[config.mk]
export PLATFORM = sky130hd
export DESIGN_NAME = pose_register_bank
export DESIGN_NICKNAME = d
export VERILOG_FILES = /design/src/rtl/pose_register_bank.sv
export SDC_FILE = /design/constraint.sdc
export NUM_CORES = 1
export LEC_CHECK = 0
export CORE_ASPECT_RATIO = 1.2
export CORE_MARGIN = 2
export CORE_UTILIZATION = 45
export CTS_CLUSTER_DIAMETER = 80
export DETAILED_ROUTE_END_ITERATION = 6
export GPL_TIMING_DRIVEN = 0
export PLACE_DENSITY_LB_ADDON = 0.12
export SETUP_SLACK_MARGIN = 0.1
export SYNTH_ARGS = -nofsm -noshare
export SYNTH_HDL_FRONTEND = slang
export SYNTH_SLANG_ARGS = --single-unit
[constraint.sdc]
create_clock -name clock -period 10.6 [get_ports clock]
set_clock_uncertainty 0.2 [all_clocks]
set_input_delay 1.59 -clock clock [delete_from_list [all_inputs] [get_ports clock]]
set_output_delay 1.59 -clock clock [all_outputs]
set_load 0.05 [all_outputs]
[src/rtl/pose_register_bank.sv]
// Six-axis pose accumulator (signed X/Y/Z, modular R1/R2/R3) feeding a frozen
// snapshot to the renderer over a valid/ack handshake.
module pose_register_bank #(
  parameter int POS_W    = 8,
  parameter int POS_STEP = 1,
  parameter int ANG_W    = 9,
  parameter int ANG_MOD  = 360,
  parameter int ANG_STEP = 5
) (
  input  logic             clock,
  input  logic             reset,
  input  logic             EnableX,
  input  logic             EnableY,
  input  logic             EnableZ,
  input  logic             add_sub_X,
  input  logic             add_sub_Y,
  input  logic             add_sub_Z,
  input  logic             EnableR1,
  input  logic             EnableR2,
  input  logic             EnableR3,
  input  logic             add_sub_R1,
  input  logic             add_sub_R2,
  input  logic             add_sub_R3,
  input  logic             home,
  input  logic             pose_ack,
  output logic             pose_valid,
  output logic [POS_W-1:0] pos_x,
  output logic [POS_W-1:0] pos_y,
  output logic [POS_W-1:0] pos_z,
  output logic [ANG_W-1:0] rot_1,
  output logic [ANG_W-1:0] rot_2,
  output logic [ANG_W-1:0] rot_3,
  output logic             sat_flag,
  output logic             state_dbg
);

  // Handshake: pose_valid rises with a fresh snapshot and the snapshot stays
  // frozen until pose_ack is sampled high at a clock edge while pose_valid=1.
  typedef enum logic {S_IDLE = 1'b0, S_PEND = 1'b1} state_t;

  localparam logic signed [POS_W:0] POS_STEP_X = (POS_W+1)'(POS_STEP);
  localparam logic signed [POS_W:0] POS_MAX_X  = (POS_W+1)'(2**(POS_W-1) - 1);
  localparam logic signed [POS_W:0] POS_MIN_X  = (POS_W+1)'(-(2**(POS_W-1)));
  localparam logic [ANG_W:0]        ANG_STEP_X = (ANG_W+1)'(ANG_STEP);
  localparam logic [ANG_W:0]        ANG_MOD_X  = (ANG_W+1)'(ANG_MOD);

  // Returns {clipped, next_value}; the sum is formed one bit wider so overflow is visible.
  function automatic logic [POS_W:0] trans_step(input logic [POS_W-1:0] cur, input logic add);
    logic signed [POS_W:0] ext;
    logic signed [POS_W:0] res;
    ext = $signed({cur[POS_W-1], cur});
    res = add ? ext + POS_STEP_X : ext - POS_STEP_X;
    if (res > POS_MAX_X) return {1'b1, POS_MAX_X[POS_W-1:0]};
    if (res < POS_MIN_X) return {1'b1, POS_MIN_X[POS_W-1:0]};
    return {1'b0, res[POS_W-1:0]};
  endfunction

  function automatic logic [ANG_W-1:0] rot_step(input logic [ANG_W-1:0] cur, input logic add);
    logic [ANG_W:0] t;
    if (add) begin
      t = {1'b0, cur} + ANG_STEP_X;
      if (t >= ANG_MOD_X) t = t - ANG_MOD_X;
    end else if ({1'b0, cur} < ANG_STEP_X) begin
      t = {1'b0, cur} + ANG_MOD_X - ANG_STEP_X;
    end else begin
      t = {1'b0, cur} - ANG_STEP_X;
    end
    return t[ANG_W-1:0];
  endfunction

  state_t           state_q, state_d;
  logic [POS_W-1:0] lx_q, lx_d, ly_q, ly_d, lz_q, lz_d;
  logic [ANG_W-1:0] lr1_q, lr1_d, lr2_q, lr2_d, lr3_q, lr3_d;
  logic [POS_W-1:0] sx_q, sx_d, sy_q, sy_d, sz_q, sz_d;
  logic [ANG_W-1:0] sr1_q, sr1_d, sr2_q, sr2_d, sr3_q, sr3_d;
  logic             sat_q, sat_d, dirty_q, dirty_d;
  logic [POS_W-1:0] tx, ty, tz;
  logic             clip_x, clip_y, clip_z, any_upd, capture;

  always_comb begin
    {clip_x, tx} = trans_step(lx_q, add_sub_X);
    {clip_y, ty} = trans_step(ly_q, add_sub_Y);
    {clip_z, tz} = trans_step(lz_q, add_sub_Z);
    any_upd = home | EnableX | EnableY | EnableZ | EnableR1 | EnableR2 | EnableR3;

    lx_d  = EnableX  ? tx : lx_q;
    ly_d  = EnableY  ? ty : ly_q;
    lz_d  = EnableZ  ? tz : lz_q;
    lr1_d = EnableR1 ? rot_step(lr1_q, add_sub_R1) : lr1_q;
    lr2_d = EnableR2 ? rot_step(lr2_q, add_sub_R2) : lr2_q;
    lr3_d = EnableR3 ? rot_step(lr3_q, add_sub_R3) : lr3_q;
    sat_d = sat_q | (EnableX & clip_x) | (EnableY & clip_y) | (EnableZ & clip_z);
    if (home) begin
      lx_d  = '0;
      ly_d  = '0;
      lz_d  = '0;
      lr1_d = '0;
      lr2_d = '0;
      lr3_d = '0;
      sat_d = 1'b0;
    end

    // Snapshot copies the registered live values, never the ones being written now.
    capture = (state_q == S_IDLE) && dirty_q;
    state_d = state_q;
    sx_d  = sx_q;
    sy_d  = sy_q;
    sz_d  = sz_q;
    sr1_d = sr1_q;
    sr2_d = sr2_q;
    sr3_d = sr3_q;
    case (state_q)
      S_IDLE: if (dirty_q) begin
        state_d = S_PEND;
        sx_d  = lx_q;
        sy_d  = ly_q;
        sz_d  = lz_q;
        sr1_d = lr1_q;
        sr2_d = lr2_q;
        sr3_d = lr3_q;
      end
      S_PEND: if (pose_ack) state_d = S_IDLE;
      default: state_d = S_IDLE;
    endcase
    dirty_d = any_upd ? 1'b1 : (capture ? 1'b0 : dirty_q);
  end

  always_ff @(posedge clock or posedge reset) begin
    if (reset) begin
      state_q <= S_IDLE;
      lx_q  <= '0;
      ly_q  <= '0;
      lz_q  <= '0;
      lr1_q <= '0;
      lr2_q <= '0;
      lr3_q <= '0;
      sx_q  <= '0;
      sy_q  <= '0;
      sz_q  <= '0;
      sr1_q <= '0;
      sr2_q <= '0;
      sr3_q <= '0;
      sat_q   <= 1'b0;
      dirty_q <= 1'b0;
    end else begin
      state_q <= state_d;
      lx_q  <= lx_d;
      ly_q  <= ly_d;
      lz_q  <= lz_d;
      lr1_q <= lr1_d;
      lr2_q <= lr2_d;
      lr3_q <= lr3_d;
      sx_q  <= sx_d;
      sy_q  <= sy_d;
      sz_q  <= sz_d;
      sr1_q <= sr1_d;
      sr2_q <= sr2_d;
      sr3_q <= sr3_d;
      sat_q   <= sat_d;
      dirty_q <= dirty_d;
    end
  end

  assign pose_valid = (state_q == S_PEND);
  assign state_dbg  = state_q;
  assign pos_x      = sx_q;
  assign pos_y      = sy_q;
  assign pos_z      = sz_q;
  assign rot_1      = sr1_q;
  assign rot_2      = sr2_q;
  assign rot_3      = sr3_q;
  assign sat_flag   = sat_q;

endmodule

==> impl_metrics.yaml, run 1 <==
worst_hold_path:
  hp-class: "flop to flop"
  min_from: "rot_1[1]"
synthesis:
  ys_ff_latch: 105
  syn_area_per_cell_sq_um: 9.29
  yosysSeqAreaShare_pct: 35.8
  yosys_warnings: 0
  synth_cells: 790
  synth_ff_type: "dfrtp_1"
  async_flop_share_pct: 100
  synth_edf_count: 0
  synth.distinct_cells: 95
  syn-cell-area_sq_um: 7340
  synth_nets: 842
setup_path:
  cp-start-kind: "primary input"
  worstSetupPathType: "primary input to flop"
  worstPathMaxFanout: 7
  startpoint: "add_sub_Z"
  required_ns: 10.65
  endpoint_kind: "flop"
  crit_arrival_ns: 4.35
  reg2reg_from: "ly_q[0]"
  r2r_slack_ns: 7.75
clock_network:
  cts-hold-fix-buffers: 0
  clockBufferDepth: 2
  post-cts-setup-buffers: 0
  cts_buffers: 9
  cts.repair.resized: 0
  clock_latency_ns: 0.35
  cts_htree_levels: 3
  clock-root-buffer: "clkbuf_16"
  clock_sinks: 105
  path_clk_slew_ns: 0.07
  cts_tree: "built"
timing:
  final.min_clock_period_ns: 4.30
  setup_viol: 0
  fmax_mhz: 233
  maxSlewHeadroom_pct: 42.6
  finalMaxSlewViolations: 0
  rsz0062_at_grt: "false"
  setup_tns_ns: 0
  tightest_slew_ns: 0.861
  hold_violations: 0
  period_share_pct: 40.6
  whs_ns: 0.284
finish:
  fin_cells: 1082
  drive_gt1_share_pct: 12.0
  register_area_sq_um: 2630
  multi_input_area_sq_um: 4310
  nets: 918
  fill_cells: 1511
  antenna_cells: 0
  utilization_pct: 53.3
  areaGrowthSynthToFinish_pct: 16.8
pwr:
  power_switching_share_pct: 45.8
  power.leakage_uw: 0.00364
  ir_worst_vdd_uv: 185
  power_frac_seq_pct: 28.1
  pwr-share-clk_pct: 15.9
  pwr-share-comb_pct: 56.0
  power_uw: 2160
  powerDensity_nw_per_um2: 252
  switching_power_uw: 987
  internal_power_uw: 1170
placement:
  io_buffer_count: 64
  place_congestion: 0.898
  hpwlAfterDp_microns: 14200
  place_inst: 1067
run:
  maxCapViolations: 0
drt:
  wl_per_cell_microns: 17.7
  wl_microns: 19200
  drtPass1Iterations: 6
  drc: 0
  via_per_inst: 5.91
  drtIter0Drc: 481
  vias: 6396
  final_antenna_net_count: 0
global_route:
  grt_pass1_wl_microns: 31700
  overflow: 0
  grt_pass1_vias: 6364
  grt_util_all_layers_pct: 22.9
  antenna_found_initial: 0
  grt_start_max_net_pins: 62
floorplan:
  pin_count: 70
  die_area_sq_um: 17300
  coreArea_sq_um: 16100
  rows: 51
  die_w_microns: 121
  start_util_pct: 45.6
  fp.dieH_microns: 144
status:
  outcome: "finished clean"
[worst max-delay path: stages]
cell,delay (ns)
clkdlybuf4s50_1,0.52
inv_1,0.15
ha_1,0.37
a211oi_1,0.36
o21bai_1,0.13
a21oi_1,0.18
xor2_1,0.11
o41ai_1,0.48
o211ai_1,0.19
a41oi_1,0.27
[power groups by stage]
| stage | clock network (uW) | logic, uW | registers, uW |
|---|---|---|---|
| 6_report | 343 | 1210 | 606 |
| 5_1_grt | 368 | 1300 | 624 |
| 4_1_cts | 352 | 1210 | 607 |
| 3_5_place_dp | 0 | 1210 | 613 |
| 3_3_place_gp | 0 | 1180 | 610 |
| 2_1_floorplan | 0 | 595 | 877 |
[per-stage QoR]
stage / setup WS, ns / area (sq um)
6_report: 6.30 / 8570
5_1_grt: 6.10 / 8570
4_1_cts: 6.28 / 8570
3_5_place_dp: 5.93 / 8270
3_3_place_gp: 4.39 / 8240
2_1_floorplan: 6.05 / 7340
[synth_stat cells (8+ instances only)]
cell type,number,area [sq um]
ha_1,33,413
xnor2_1,27,236
nand2_1,49,184
clkbuf_1,31,116
xor2_1,16,140
nor2_1,69,259
mux2_2,36,405
a21oi_1,42,210
mux2i_1,8,80.1
nand2b_1,13,81.3
o21ai_1,8,40.0
buf_2,16,80.1
dfrtp_1,105,2630
inv_1,32,120
nand3_1,11,55.1
nor3_1,28,140
a211oi_1,17,128
o21ai_0,48,240
nor2b_1,13,81.3
[sequential cells by signal, summed over array words and instances (netlist names)]
name	cells
lz_q	8
ly_q	8
lx_q	8
pose_valid	1
rot_3	9
lr3_q	9
pos_y	8
pos_x	8
dirty_q	1
rot_1	9
pos_z	8
rot_2	9
lr1_q	9
lr2_q	9
sat_flag	1
[cells by family after synthesis]
kind of cell    Yosys count  share of synthesized area (%)
simple gates            237                           16.5
compound gates          227                           22.6
flops                   105                           35.8
buf+inv                  90                           5.46
xor+xnor                 47                           6.02
mux                      44                           6.62
fa+ha+maj                40                           6.99
[metal layers]
layer	GRT usage (%)	share of wire (%)	up-vias
li1	-	-	3021
met1	28.7	43	3121
met2	39.6	50	210
met3	3.89	5.1	44
met4	8.26	2.4	0
met5	0	0	-
[cell type report]
cell class	count	share of cell area (%)
well taps	212	3.10
repair buffers	65	7.80
clock buffers	12	2.99
flip-flops and latches	105	30.7
inverters	33	1.47
plain buffers	57	3.23
multi-input cells	595	50.3
clock inverters	3	0.467
[path summary, 6_finish.rpt]
| path | endpoint | cells past startpoint |
|---|---|---|
| worst max register to register | ly_q[3] | 9 |
| max in group asynchronous | lz_q[4] | 3 |
| worst min register to register | rot_1[1] | 2 |
| worst max-delay path | sat_flag | 10 |
| worst min-delay path | rot_1[1] | 2 |
| min in group asynchronous | rot_3[8] | 2 |
[layout by cell type (no fill, tap or decap), drive strengths merged, types with 5 or more instances in the layout]
master / netlist / final
mux2: 36 / 36
buf: 25 / 26
a22o: 5 / 5
o211ai: 7 / 7
a211oi: 21 / 21
o22ai: 7 / 7
o2111ai: 5 / 5
nor2b: 13 / 13
nor3: 30 / 30
clkbuf: 32 / 44
ha: 33 / 33
and3: 5 / 5
mux2i: 8 / 8
o21a: 7 / 7
a31oi: 7 / 7
a21oi: 44 / 44
o21ai: 57 / 57
nand2: 50 / 50
clkdlybuf4s50: 0 / 64
dfrtp: 105 / 105
xnor2: 30 / 30
nor3b: 6 / 6
inv: 32 / 32
nand3: 11 / 11
nand3b: 6 / 6
xor2: 17 / 17
a21o: 7 / 7
a21boi: 6 / 6
nand4: 6 / 6
nand2b: 13 / 13
nor2: 69 / 69
Power figures use the tool's default switching activity.
==> run 2: changes to the inputs <==
clock period = 4.4 ns   (was 10.6 ns; I/O delays follow)
==> results of run 2 <==
Same layout as run 1 (identical final DEF). Status: finished clean.
Among the figures that moved: setup slack after placement 5.93 ns -> 0.662 ns; setup slack after layout 6.30 ns -> 1.03 ns; register-to-register setup slack 7.75 ns -> 1.55 ns; total power 2160 uW -> 5190 uW; worst IR drop on VDD 185 uV -> 446 uV
==> run 3: changes to the inputs <==
clock period = 3.5 ns   (was 4.4 ns; I/O delays follow)
==> run 3 against run 2 <==
  * Die area stayed put
  * First-iteration DRC count is 7.9% lower
  * Critical endpoint unchanged
  * Clock power is 11% higher
  * Sequential share of layout area hardly changed
  * Routed wire length is 0.46% higher
==> impl_metrics.yaml, run 3 (same netlist as run 1, synthesis figures left out) <==
clock_network:
  cts_tree: "built"
  cts-hold-fix-buffers: 0
  clock_sinks: 105
  clock-root-buffer: "clkbuf_16"
  path_clk_slew_ns: 0.07
  clockBufferDepth: 2
  clock_latency_ns: 0.36
  cts_htree_levels: 3
  cts_buffers: 9
drt:
  via_per_inst: 5.87
  vias: 6366
  final_antenna_net_count: 0
  drtPass1Iterations: 6
  wl_microns: 19300
  drtIter0Drc: 443
  wl_per_cell_microns: 17.8
  drc: 0
setup_path:
  required_ns: 3.49
  worstPathMaxFanout: 7
  worstSetupPathType: "primary input to flop"
  crit_arrival_ns: 3.19
  cp-start-kind: "primary input"
  endpoint_kind: "flop"
global_route:
  grt_pass1_wl_microns: 32000
  overflow: 0
  antenna_found_initial: 0
  grt_util_all_layers_pct: 23.1
  grt_pass1_vias: 6454
  grt_start_max_net_pins: 42
floorplan:
  die_w_microns: 121
  fp.dieH_microns: 144
  pin_count: 70
  coreArea_sq_um: 16100
  rows: 51
  die_area_sq_um: 17300
  start_util_pct: 45.6
timing:
  maxSlewHeadroom_pct: 45.8
  setup_viol: 0
  setup_tns_ns: 0
  finalMaxSlewViolations: 0
  period_share_pct: 91.5
  hold_violations: 0
  tightest_slew_ns: 0.811
  rsz0062_at_grt: "false"
  final.min_clock_period_ns: 3.20
  worst_slack_ns: 0.298
  fmax_mhz: 312
placement:
  hpwlAfterDp_microns: 14200
  place_inst: 1068
  place_congestion: 0.896
  pre_cts_ws_ns: -0.129
  io_buffer_count: 64
  placed_area_sq_um: 8290
finish:
  register_area_sq_um: 2630
  final_common_cell: "dfrtp_1"
  postLayoutCellArea_sq_um: 8570
  fill_cells: 1533
  final_cell_mix: "105 x dfrtp_1, 69 x nor2_1, 64 x clkdlybuf4s50_1"
  drive_gt1_share_pct: 12.5
  fin_cells: 1084
  multi_input_area_sq_um: 4330
  nets: 921
  antenna_cells: 0
  areaGrowthSynthToFinish_pct: 16.8
pwr:
  powerDensity_nw_per_um2: 752
  power.leakage_uw: 0.00363
  ir_worst_vdd_uv: 558
status:
  outcome: "finished clean"
worst_hold_path:
  hp-class: "flop to flop"
run:
  maxCapViolations: 0
## run 3: cell count changes in the layout (fill, tap and decap cells not counted)
cell / change
a211oi_1: -1
o22ai_1: -1
a211oi_2: +1
buf_16: -1
o22ai_2: +1
o41ai_2: +1
inv_4: -1
bufinv_16: -1
clkinv_2: +1
clkinvlp_4: +2
o41ai_1: -1
buf_12: +2
buf_4: +2
clkbuf_8: -2
## run 3: cell type report
class	count	share of cell area, %
clock buffers	10	2.67
well taps	212	3.09
flip-flops and latches	105	30.7
repair buffers	68	8.12
inverters	33	1.49
clock inverters	4	0.263
plain buffers	57	3.23
multi-input cells	595	50.5
## run 3: worst max-delay path, stage by stage
cell,delay (ns)
clkdlybuf4s50_1,0.54
inv_1,0.17
ha_1,0.38
a211oi_2,0.32
nor4b_1,0.10
or3b_1,0.37
and3_1,0.22
a311o_1,0.37
nand3_1,0.10
a41oi_1,0.11
## run 3: per-layer routing
metal | vias to the layer above | routed length, microns | global-route usage (%)
met5 | - | 0 | 0
met4 | 0 | 380 | 8.94
met3 | 25 | 624 | 2.98
met2 | 145 | 9640 | 39.1
met1 | 3158 | 8620 | 30.1
li1 | 3038 | - | -
## run 3: what timing repair did
action                     in CTS  in global routing
resized for setup               0                  3
setup endpoints to repair       0                  3
buffers inserted                0                  2
## run 3: final timing paths
path,startpoint,end,slack [ns],cells past startpoint
worst max-delay path,add_sub_X,sat_flag,0.30,10
worst min-delay path,rot_1[1],rot_1[1],0.28,2
worst max register to register,ly_q[0],ly_q[3],0.62,9
worst min register to register,rot_1[1],rot_1[1],0.28,2
max in group asynchronous,reset,lz_q[1],1.74,4
min in group asynchronous,reset,rot_1[0],0.46,2
## run 3: power by group
| part | internal [uW] | total (uW) | switching [uW] | leakage, uW |
|---|---|---|---|---|
| Sequential | 1580 | 1830 | 255 | 0.00138 |
| Clock | 472 | 921 | 450 | 0.000124 |
| Combinational | 1390 | 3690 | 2300 | 0.00213 |
| Total | 3440 | 6450 | 3000 | 0.00363 |
## run 3: through the flow
step	total power, uW	util (%)	hold WS, ns
after floorplan	4460	-	0.275
after global placement	5440	51.3	0.262
after detailed placement	5520	51.5	0.273
after CTS	6460	53.1	0.290
after global routing	6840	53.3	0.317
final	6450	53.3	0.282
